===== config.mk =====
export PLATFORM = sky130hd
export DESIGN_NAME = satd_hadamard_acc
export DESIGN_NICKNAME = d
export VERILOG_FILES = /design/src/rtl/satd_hadamard_acc.sv
export SDC_FILE = /design/constraint.sdc
export NUM_CORES = 1
export LEC_CHECK = 0
export CAP_MARGIN = 20
export CELL_PAD_IN_SITES_DETAIL_PLACEMENT = 0
export CELL_PAD_IN_SITES_GLOBAL_PLACEMENT = 1
export CORE_ASPECT_RATIO = 1.1
export CORE_UTILIZATION = 55
export DETAILED_ROUTE_END_ITERATION = 6
export GPL_ROUTABILITY_DRIVEN = 0
export PLACE_DENSITY_LB_ADDON = 0.25
export SYNTH_ARGS = -nofsm -noshare
export SYNTH_HDL_FRONTEND = slang
export SYNTH_SLANG_ARGS = --single-unit

===== constraint.sdc =====
create_clock -name clk -period 19.79 [get_ports clk]
set_input_delay 5.937 -clock clk [delete_from_list [all_inputs] [get_ports clk]]
set_output_delay 5.937 -clock clk [all_outputs]
set_load 0.01 [all_outputs]

===== src/rtl/satd_hadamard_acc.sv =====
// satd_hadamard_acc: 4x4 Hadamard transform and |coeff| accumulator.
// Rows are transformed as they arrive; columns are summed over four cycles.
module satd_hadamard_acc #(
    parameter int DW = 9,
    parameter int SW = DW + 8
) (
    input  logic                 clk,
    input  logic                 rst,
    input  logic                 clear,
    input  logic                 diff_valid,
    input  logic signed [DW-1:0] diff_in,
    output logic                 busy,
    output logic                 satd_valid,
    output logic [SW-1:0]        satd_out,
    output logic                 overrun
);

    localparam int RW = DW + 2;
    localparam int CW = DW + 4;

    typedef enum logic {LOAD, COL} state_t;

    state_t state_q, state_d;
    logic [3:0]    idx_q, idx_d;
    logic [1:0]    c_q, c_d;
    logic [SW-1:0] acc_q, acc_d;
    logic [SW-1:0] satd_q, satd_d;
    logic          valid_q, valid_d;
    logic          ovr_q, ovr_d;

    logic signed [DW-1:0] row_q  [3];
    logic signed [RW-1:0] rbuf_q [4][4];

    logic                 accept;
    logic signed [RW-1:0] rx [4];
    logic signed [RW-1:0] ry [4];
    logic signed [CW-1:0] cx [4];
    logic signed [CW-1:0] cy [4];
    logic [SW-1:0]        col_sum;

    function automatic logic [CW-1:0] absv(input logic signed [CW-1:0] v);
        return v[CW-1] ? -v : v;
    endfunction

    assign accept = diff_valid && !clear && (state_q == LOAD);

    // Horizontal transform of the completing row (three held + current sample)
    always_comb begin
        rx[0] = {{2{row_q[0][DW-1]}}, row_q[0]};
        rx[1] = {{2{row_q[1][DW-1]}}, row_q[1]};
        rx[2] = {{2{row_q[2][DW-1]}}, row_q[2]};
        rx[3] = {{2{diff_in[DW-1]}}, diff_in};
        ry[0] = rx[0] + rx[1] + rx[2] + rx[3];
        ry[1] = rx[0] + rx[1] - rx[2] - rx[3];
        ry[2] = rx[0] - rx[1] - rx[2] + rx[3];
        ry[3] = rx[0] - rx[1] + rx[2] - rx[3];
    end

    // Vertical transform of buffer column c and the sum of its magnitudes
    always_comb begin
        for (int r = 0; r < 4; r++) begin
            cx[r] = {{2{rbuf_q[r][c_q][RW-1]}}, rbuf_q[r][c_q]};
        end
        cy[0] = cx[0] + cx[1] + cx[2] + cx[3];
        cy[1] = cx[0] + cx[1] - cx[2] - cx[3];
        cy[2] = cx[0] - cx[1] - cx[2] + cx[3];
        cy[3] = cx[0] - cx[1] + cx[2] - cx[3];
        col_sum = SW'(absv(cy[0])) + SW'(absv(cy[1]))
                + SW'(absv(cy[2])) + SW'(absv(cy[3]));
    end

    // Row shift register and row-result buffer
    always_ff @(posedge clk or negedge rst) begin
        if (!rst) begin
            for (int i = 0; i < 3; i++) row_q[i] <= '0;
            for (int r = 0; r < 4; r++)
                for (int c = 0; c < 4; c++) rbuf_q[r][c] <= '0;
        end else if (accept) begin
            if (idx_q[1:0] != 2'd3) begin
                row_q[0] <= row_q[1];
                row_q[1] <= row_q[2];
                row_q[2] <= diff_in;
            end else begin
                for (int c = 0; c < 4; c++) rbuf_q[idx_q[3:2]][c] <= ry[c];
            end
        end
    end

    // Control and accumulator next-state; clear overrides everything
    always_comb begin
        state_d = state_q;
        idx_d   = idx_q;
        c_d     = c_q;
        acc_d   = acc_q;
        satd_d  = satd_q;
        valid_d = 1'b0;
        ovr_d   = ovr_q;
        if (clear) begin
            state_d = LOAD;
            idx_d   = '0;
            c_d     = '0;
            acc_d   = '0;
            ovr_d   = 1'b0;
        end else begin
            unique case (state_q)
                LOAD: begin
                    if (accept) begin
                        idx_d = idx_q + 4'd1;
                        if (idx_q == 4'd15) begin
                            state_d = COL;
                            c_d     = '0;
                            acc_d   = '0;
                        end
                    end
                end
                COL: begin
                    if (diff_valid) ovr_d = 1'b1;
                    acc_d = acc_q + col_sum;
                    c_d   = c_q + 2'd1;
                    if (c_q == 2'd3) begin
                        satd_d  = acc_q + col_sum;
                        valid_d = 1'b1;
                        state_d = LOAD;
                        idx_d   = '0;
                        acc_d   = '0;
                    end
                end
                default: state_d = LOAD;
            endcase
        end
    end

    // Control and accumulator state registers
    always_ff @(posedge clk or negedge rst) begin
        if (!rst) begin
            state_q <= LOAD;
            idx_q   <= '0;
            c_q     <= '0;
            acc_q   <= '0;
            satd_q  <= '0;
            valid_q <= 1'b0;
            ovr_q   <= 1'b0;
        end else begin
            state_q <= state_d;
            idx_q   <= idx_d;
            c_q     <= c_d;
            acc_q   <= acc_d;
            satd_q  <= satd_d;
            valid_q <= valid_d;
            ovr_q   <= ovr_d;
        end
    end

    assign busy       = (state_q == COL);
    assign satd_valid = valid_q;
    assign satd_out   = satd_q;
    assign overrun    = ovr_q;

endmodule


Word level (Yosys, flattened, before mapping)

Index checks and enable logic that the tools add are counted.

Register bits after elaboration: 246
Logic and storage cells: 134
Output and inout port bits: 20

$add $sub $neg: 30
Reduce and logical (&&, ||, !) cells: 12
Equality and inequality tests: 6
Mux-type cells: 52
Bitwise gates (word level): 5
Order comparisons: 3

Operators by type and width:

| kind                                    | number |
|---|---|
| bitwise mux 176 bit                     | 4 |
| demux 44 bit (select 2 bit)             | 4 |
| 2-to-1 mux 11 bit                       | 9 |
| binary-select mux 11 bit (select 2 bit) | 4 |
| 2-to-1 mux 17 bit                       | 4 |
| 2-to-1 mux 13 bit                       | 4 |
| negation 13 bit                         | 4 |
| 2-to-1 mux 44 bit                       | 1 |
| one-hot mux 17 bit (2 select lines)     | 1 |
| 2-to-1 mux 33 bit                       | 1 |
| adder 12 x 11 -> 13 bit                 | 2 |
| adder 13 x 11 -> 13 bit                 | 2 |
| subtractor 12 x 11 -> 13 bit            | 2 |
| subtractor 13 x 11 -> 13 bit            | 2 |
| adder 10 x 9 -> 11 bit                  | 2 |
| adder 11 x 9 -> 11 bit                  | 2 |
| 2-to-1 mux 22 bit                       | 1 |
| subtractor 10 x 9 -> 11 bit             | 2 |
| subtractor 11 x 9 -> 11 bit             | 2 |
| adder 17 x 16 -> 17 bit                 | 1 |
| adder 15 x 13 -> 16 bit                 | 1 |
| adder 14 x 13 -> 15 bit                 | 1 |
| adder 13 x 13 -> 14 bit                 | 1 |
| adder 11 x 11 -> 12 bit                 | 1 |
| 25 further kinds                        | 50 |

Logic depth before layout (Yosys ltp)

Depth in word-level cells: 16
Mapped depth: 40
Gate-level depth less buffers: 37

Worst setup path after synthesis

Ideal clock, no wire load.

Path type: reg2reg
From: reg c_q[0]
To: reg satd_q[16], in the netlist satd_out[16]
Path slack: 10370 ps
Data required time: 19653 ps
Data arrival time: 9282 ps
Path buffers: 3
Period minus slack after synthesis: 9420 ps
Cell stages (with the launch flop): 38
Setup time: 137 ps
Cells stage by stage: dfrtp_1 -> clkbuf_1 -> buf_1 -> mux4_2 -> inv_1 -> ha_1 -> nand2b_1 -> a21oi_1 -> o21ai_0 -> a21oi_1 -> o211ai_1 -> a21oi_1 -> nor2_1 -> xnor2_1 -> fa_1 -> inv_1 -> ha_1 -> a21o_1 -> [... 2 more ...] -> xnor2_1 -> clkbuf_1 -> o31ai_1 -> xnor2_1 -> fa_1 -> inv_1 -> fa_1 -> fa_1 -> inv_1 -> ha_1 -> a21o_1 -> a21o_1 -> a22o_1 -> o41ai_1 -> o21ai_0 -> a21oi_1 -> xor2_1 -> o21ai_0

Cells in the longest elaborated chain, start to end: 13
Elaborated cells on any way between the ends: 37

RTL lines:

| element                                                                        | RTL line | text |
|---|---|---|
| start: declaration                                                             | 25       | `logic [1:0] c_q, c_d;` |
| start signal: assignment                                                       | 138      | `c_q <= '0;` |
| start signal: assignment                                                       | 146      | `c_q <= c_d;` |
| inverter 2 -> 3 bit (implied by the code)                                      | 62       | `cx[r] = {{2{rbuf_q[r][c_q][RW-1]}}, rbuf_q[r][c_q]};` |
| binary-select mux 11 bit (select 2 bit)                                        | 62       |  |
| 2-to-1 mux 11 bit (implied by the code) (2 in a row)                           | 62       |  |
| adder 11 x 11 -> 12 bit                                                        | 64, 65   |  |
| adder 12 x 11 -> 13 bit / subtractor 12 x 11 -> 13 bit (equally long branches) | 64, 65   |  |
| adder 13 x 11 -> 13 bit / subtractor 13 x 11 -> 13 bit (equally long branches) | 64, 65   |  |
| negation 13 bit                                                                | 42       | `return v[CW-1] ? -v : v;` |
| 2-to-1 mux 13 bit                                                              | 42       |  |
| adder 13 x 13 -> 14 bit                                                        | 68       | `col_sum = SW'(absv(cy[0])) + SW'(absv(cy[1]))` |
| adder 14 x 13 -> 15 bit                                                        | 69       | `+ SW'(absv(cy[2])) + SW'(absv(cy[3]));` |
| adder 15 x 13 -> 16 bit                                                        | 69       |  |
| adder 17 x 16 -> 17 bit                                                        | 121      | `satd_d = acc_q + col_sum;` |
| end signal: assignment                                                         | 148      | `satd_q <= satd_d;` |
| end: declaration                                                               | 27       | `logic [SW-1:0] satd_q, satd_d;` |

Several ways; a longest one is shown, not always the timed one. The select of a mux whose other input is x is not followed.
A chain may end at the register's enable or synchronous reset.

Worst setup path in the final report

From: reg c_q[0]
To: reg satd_q[13], in the netlist satd_out[13]

Same word-level chain as after synthesis.

==> results by group <==
Drt
  – DRC violations left: 0
  – First DRT Iteration DRCs: 586
  – Detail Route Antenna Nets: 0
  – Via-to-Cell Ratio: between 5 and 6
  – Final WL: roughly 44000 um
  – DR WL/cell: 17.2 um
  – Vias: between 10000 and 15000
  – Initial DRT Pass Iterations: 7

Global route
  – Initial antenna violation count: 0
  – Remaining global-route overflow: 0
  – Vias in the first global route: 14900
  – Largest net degree at the start of global routing: 97
  – First-pass GRT wire length: roughly 73000 um
  – Total global-route track usage: 0.247

Synthesis
  – Count of cell types in the netlist: 67
  – Avg Inst Size Synth: ~9.8 sq um
  – Post-synthesis sequential area ratio: 0.306
  – Synth area leaders: dfrtp_1, fa_1, ha_1
  – Ys Warns: 0
  – Post-synth top area share: 0.306
  – Prevailing post-synth register cell: dfrtp_1
  – Post-synth top area cell: dfrtp_1
  – Post-synth EDFFs: 0
  – Syn nets: around 2300
  – Asr flop ratio synth: 1.00
  – Post-Synthesis Cells: 2045
  – Synth Cell Area: 0.0201 sq mm
  – #FFs+latches synth: approximately 250

Clock network
  – # H-tree levels: 1
  – Clock transition at path regs: around 0.060 ns
  – CTS Buffer Depth: 3
  – CTS buffer count: 28
  – CTS resizes: 0
  – Root buf cell: clkbuf_16
  – Worst-Skew Late Latency: 0.55 ns
  – CTS tree: done
  – Post-CTS Repair Setup Buffers: 0
  – Clock sinks: between 200 and 250
  – CTS Hold Buffers Added: 0

Floorplan
  – Die area: 0.0374 sq mm
  – Core ar.: between 0.03 and 0.04 sq mm
  – Die Y-Extent: about 200 um
  – Ports: 33
  – Cell row count: 73
  – Chip width: 184 um
  – Starting Density: 0.558

STA
  – Final Skew: about 0.01 ns
  – F_max: between 90 and 100 MHz
  – Setup_tns: 0 ns
  – Hold Fails Final Rpt: 0
  – Final worst-path cycle share: 0.538
  – Rel. slew slack: 0.263
  – RSZ-0062 raised after global routing: false
  – Final hold slack: 0.469 ns
  – Final setup fails: 0
  – Minimum clock period: 10.66 ns
  – Worst Tran Pin Value: between 1 and 1.5 ns
  – Max Slew Vio Count: 0

Critical path
  – Slowest cell on crit path: xnor2_1
  – Critical Path RT: about 20 ns
  – Critical path origin: c_q[0]
  – Critical path's most frequent cell: a21oi_1
  – Reg2reg start: c_q[0]
  – CP Class: reg2reg
  – Delay-heaviest family, CP: adder cells
  – CP max stage delay: roughly 0.83 ns
  – Max Fanout on Critical Path: 31
  – Worst path bufs/invs: 5
  – CP Launch Type: flip-flop
  – Crit path arrival time: 11.06 ns
  – CP endpoint kind: flip-flop

Cells and area
  – Fraction of layout cells with a size suffix above 1: 0.108
  – Area growth, synth to finish: 9.20%
  – Final net count: ~2400
  – Fin cells: between 2000 and 3000
  – Number of diodes: 0
  – Reg area: 0.00616 sq mm
  – FILL cells: a little over 3000
  – Area occupied by multi-input gates: about 0.013 sq mm

Place
  – Detailed placement HPWL: 34400 um
  – Cells after DPL: approximately 2500
  – IO buf count: 32

Worst hold path
  – HP Start: rbuf_q[132]
  – Worst min path class: reg2reg

Flow run
  – Max cap viols: 0

Run status
  – Outcome: finished, final reports clean
## kinds of logic after synthesis
logic type      Yosys count  share of synthesized area
fa+ha+maj               290                      0.229
compound gates          379                      0.121
simple gates            505                      0.110
xor+xnor                161                     0.0700
mux                     143                      0.104
buf+inv                 321                     0.0599
flops                   246                      0.306
## per-stage QoR
| stage | cell area [sq um] | util | setup slack, ns |
|---|---|---|---|
| finish | 22000 | 0.609 | 9.13 |
| global route | 22000 | 0.609 | 8.51 |
| CTS | 21900 | 0.608 | 9.17 |
| detailed placement | 21000 | 0.581 | 9.20 |
| global placement | 21000 | 0.581 | 9.45 |
| floorplan | 20100 | - | 10.37 |
## worst reg2reg max path: cells and delay by family, from the launching register on
kind | cells | cell delay [ns]
buf+inv | 5 | 0.94
flops | 1 | 0.75
compound gates | 16 | 3.30
fa+ha+maj | 8 | 3.44
xor+xnor | 3 | 1.15
mux | 1 | 0.63
simple gates | 2 | 0.29
## registers in the layout, indices dropped and copies added (netlist names)
signal	count
satd_valid	1
row_q	27
satd_out	17
acc_q	17
rbuf_q	176
busy	1
c_q	2
idx_q	4
overrun	1
## cell type report
cell class / count / share of cell area
Clock inverter: 10 / 0.00694
Timing Repair Buffer: 48 / 0.0212
Inverter: 260 / 0.0444
Multi-Input combinational cell: 1478 / 0.582
Sequential cell: 246 / 0.280
Clock buffer: 41 / 0.0378
Tap cell: 487 / 0.0277
## final timing paths
check,to,slack [ns],cells after the start
setup reg to reg,satd_out[13],9.13,35
min in group asynchronous,satd_out[1],5.41,1
setup / recovery,satd_out[13],9.13,35
hold / removal,rbuf_q[132],0.47,2
hold reg to reg,rbuf_q[132],0.47,2
max in group asynchronous,c_q[0],13.02,2
## layout by cell type, fill, tap and decap left out, types with 23 or more instances in the layout
cell               n
nand2_1          290
inv_1            259
dfrtp_1          244
ha_1             156
fa_1             132
o21ai_0          119
xnor2_1          103
mux2_2            94
a21oi_1           82
nor2_1            71
xor2_1            58
mux4_2            44
clkdlybuf4s50_1   31
nor3_1            30
clkbuf_16         29
a21o_1            23
## cells in the mapped netlist (21+ instances only)
| cell type | count |
|---|---|
| nand2_1 | 291 |
| inv_1 | 259 |
| dfrtp_1 | 246 |
| ha_1 | 156 |
| fa_1 | 132 |
| o21ai_0 | 119 |
| xnor2_1 | 103 |
| mux2_2 | 94 |
| a21oi_1 | 82 |
| nor2_1 | 72 |
| xor2_1 | 58 |
| clkbuf_1 | 51 |
| mux4_2 | 44 |
| nor3_1 | 32 |
| a21o_1 | 23 |
| o21bai_1 | 21 |
## routing by layer
layer | routed length, um | vias to the layer above | track usage
met5 | 0 | - | 0
met4 | 987 | 0 | 0.0667
met3 | 1190 | 63 | 0.0224
met2 | 22800 | 187 | 0.454
met1 | 19200 | 6991 | 0.307
li1 | - | 6889 | -
Power is not shown: default switching activity piles up to over one toggle a cycle in this logic, so the estimate is an artifact.
